--- config.mk ---
export PLATFORM = sky130hd
export DESIGN_NAME = ucore_main
export DESIGN_NICKNAME = d
export VERILOG_FILES = /design/src/rtl/ucore_main.sv
export SDC_FILE = /design/constraint.sdc
export NUM_CORES = 1
export LEC_CHECK = 0
export ABC_AREA = 0
export CAP_MARGIN = 40
export CORE_MARGIN = 2
export CORE_UTILIZATION = 54
export DETAILED_ROUTE_END_ITERATION = 7
export PLACE_DENSITY = 0.8
export SYNTH_ARGS = -nofsm -noshare
export SYNTH_HDL_FRONTEND = slang
export SYNTH_SLANG_ARGS = --single-unit
--- constraint.sdc ---
create_clock -name clk -period 3.5 [get_ports clk]
set_clock_uncertainty 0.2 [all_clocks]
set_input_delay 0.525 -clock clk [delete_from_list [all_inputs] [get_ports clk]]
set_output_delay 0.525 -clock clk [all_outputs]
set_load 0.005 [all_outputs]
--- src/rtl/ucore_main.sv ---
// Iterative 64-bit Fibonacci engine: one addition per cycle, done rises n+2 edges after acceptance.
// The host holds valid until it sees done. done then holds until valid drops, and a new request is accepted only after that.
module ucore_main (
  input  logic        clk,
  input  logic        aresetn,
  input  logic [7:0]  n,
  input  logic        valid,
  output logic        done,
  output logic [63:0] result
);

  typedef enum logic [1:0] {
    IDLE = 2'd0,
    LOOP = 2'd1,
    DONE = 2'd2
  } state_t;

  state_t      state;
  logic [63:0] a;
  logic [63:0] b;
  logic [7:0]  count;

  always_ff @(posedge clk or negedge aresetn) begin
    if (!aresetn) begin
      state  <= IDLE;
      done   <= 1'b0;
      result <= 64'd0;
      a      <= 64'd0;
      b      <= 64'd0;
      count  <= 8'd0;
    end else begin
      case (state)
        IDLE: begin
          done <= 1'b0;
          if (valid) begin
            a     <= 64'd0;
            b     <= 64'd1;
            count <= n;
            state <= LOOP;
          end
        end
        LOOP: begin
          // After k iterations a holds F(k); carry-out past bit 63 is dropped.
          if (count != 8'd0) begin
            a     <= b;
            b     <= a + b;
            count <= count - 8'd1;
          end else begin
            result <= a;
            done   <= 1'b1;
            state  <= DONE;
          end
        end
        DONE: begin
          if (!valid) begin
            done  <= 1'b0;
            state <= IDLE;
          end
        end
        default: begin
          done  <= 1'b0;
          state <= IDLE;
        end
      endcase
    end
  end

endmodule

==> out/metrics.yaml <==
status: "complete, no violations"
netlist_area_mm2: 0.01097
worst_slew_pin_slew_ns: 0.9076
cts.sinks: 203
num_antenna_cells: 0
rows: 52
num_vias: 8639
maxCapViolations: 0
cts_tree: "yes"
grt_pass1_vias: 8571
setup.worst_path.class: "flop to flop"
end_kind: "flop"
overflow: 0
synthArstFlopShare: 1.000
finalHoldViolCount: 0
synth_edf_count: 0
synth_seq_cells: 203
cp_data_arrival_time_ns: 3.62
first_pass_iters: 5
wirelength_mm: 25.92
ios: 76
hpwl_mm: 17.52
core_mm2: 0.02010
top_usage_layer: "met2"
grt_usage: 0.2404
ys_seq_area_frac: 0.4633
crit_required_ns: 3.71
viasPerCell: 5.917
clk_pin_slew_worst_paths_ns: 0.06
die_h_um: 146.5
startpoint_type: "flop"
ant_nets: 0
synth_cell_types: 64
grt_pass1_wl_mm: 43.01
synthCells: 1057
slew_headroom: 0.3950
holdWs_ns: 0.3032
ys.flop_type: "dfrtp_1"
grtUsageMet2: 0.3948
io_buffer_count: 75
hp-class: "flop to flop"
slew_violations: 0
grt_max_degree: 80
post-route-period-util: 0.9748
period_minus_slack_ns: 3.412
dp.cells: 1416
die_area_mm2: 0.02146
reg2regPathDepth: 13
num-nets-final: 1253
die_x_um: 146.5
start_util: 0.5454
met1_usage: 0.3432
cts-root-buf: "clkbuf_16"
syn_avg_cell_area_um2: 10.37
routedWlPerCell_um: 17.75
htreeDepth: 1
final_cells: 1460
gr-usage-met3: 0.03281
fmaxAchievable_ghz: 0.2931
cts_buffers: 23
cp_max_fo: 3
area_growth_pct: 23.77
globalplace.congestion: 0.8858
hold_path_depth: 1
ys_warn_count: 0
drt_iter0_markers: 612
drive_gt1_frac: 0.1966
syn_nets: 1134
setup_violations: 0
cts_max_path_buffers: 3
drc: 0
clock_latency_ns: 0.52
antenna_found_initial: 0
## final timing paths
kind                         endpoint  startpoint  slack (ns)
min in group asynchronous  result[40]     aresetn        0.36
max                             b[60]        a[4]        0.09
min reg2reg                 result[9]   result[9]        0.30
max in group asynchronous       b[55]     aresetn        1.97
max reg2reg                     b[60]        a[4]        0.09
min                         result[9]   result[9]        0.30
## state kept, by name (all words and copies together), names as in the netlist
signal / cells
b: 64
result: 64
state: 2
count: 8
a: 64
done: 1
## cells by family (layout without fill, tap and decap cells)
logic type                 after synthesis  after routing  share of synthesized area
and+or+nand+nor                        217            217                    0.09311
AOI/OAI and AO/OA                      364            364                     0.2240
DFF                                    203            203                     0.4633
adders and majority gates               66             66                    0.07599
buffers and inverters                   84            217                    0.03081
muxes                                   64             64                    0.06572
xor gates and xnor gates                59             59                    0.04713
## what timing repair did
| item | 4_1_cts | 5_1_grt |
|---|---|---|
| resized for setup | 3 | 39 |
| setup endpoints to repair | 2 | 17 |
| buffers inserted | 0 | 4 |
| pin swaps | 1 | 9 |
| hold buffers | 1 | 0 |
| endpoints found under the hold margin | 61 | 0 |
## per-layer routing
metal,vias to the layer above,share of wire
met5,-,0
met2,161,0.47
met3,40,0.037
met1,4299,0.48
met4,0,0.020
li1,4139,-
## layout make-up
class                           instances  area [um2]
Clock inverter                         13       256.5
Clock buffer                           26       606.8
Timing Repair Buffer                  151        1365
Tap cell                              270       337.8
Inverter                               27       101.3
Sequential cell                       203        5080
Fill cell                            1509        6533
Multi-Input combinational cell        770        5824
## stage by stage
stage	util	setup WS, ns	cell area [um2]	setup TNS [ns]
finish	0.6751	0.08831	13570	0
global route	0.6751	-0.03876	13570	-0.07134
CTS	0.6618	0.003336	13310	0
detailed placement	0.6179	-0.07280	12420	-0.07302
global placement	0.6179	-0.0002427	12420	-0.0002427
floorplan	-	0.2231	10970	0
## cells in the mapped netlist (5+ instances only)
library cell    n  area (um2)
nor3_1         12       60.06
or2_2           5       31.28
o21ai_1         6       30.03
nor2_1         36       135.1
dfrtp_1       203        5080
nand3_1        17       85.08
a22o_1         72       630.6
nand4_1        14       87.58
a21o_1         38       285.3
o31ai_1         8       60.06
and3_1          5       31.28
o21a_1          7       52.55
nand2b_1        5       31.28
nor2b_1         6       37.54
nand2_1        97       364.1
o21ai_0        89       445.4
xnor2_1        26       227.7
xor2_1         33       289.0
o21bai_1        9       67.56
clkbuf_1       43       161.4
a21oi_1        77       385.4
ha_1           65       813.3
a31oi_1        12       75.07
mux2_2         64       720.7
buf_2          12       60.06
inv_1          27       101.4
or3_1           6       37.54
## worst max-delay path: stages (launching register included)
cell      delay, ns
dfrtp_1        0.41
ha_1           0.31
a21o_1         0.20
a21o_1         0.19
o211ai_1       0.21
buf_4          0.18
a31oi_4        0.09
nor3_4         0.19
o41ai_2        0.10
a21o_1         0.21
a311o_1        0.37
a221o_1        0.32
xor2_1         0.14
a22o_1         0.17
## placed cells by master, fill, tap and decap left out, drive strengths merged, types with 3 or more instances in the layout
cell type        n
o21bai           9
and4             3
o41ai            3
clkbuf          27
buf             75
nand2b           5
xnor2           26
a221oi           5
or2              5
a21boi           3
nor3            13
o21a             7
nor2            36
nand3           17
or3              6
o21ai           96
o211ai           4
inv             29
nand4           14
mux2            64
nor2b            6
a31oi           12
ha              65
dfrtp          203
a22o            72
nor3b            4
o31ai            8
and3             5
a22oi            3
o22ai            3
xor2            33
nand2           97
bufinv           7
a21o            38
a21oi           80
clkdlybuf4s50   74
Power is left out: the tool's default activity adds up to more than one toggle a clock period on the data nets, which glitch-free logic cannot reach.
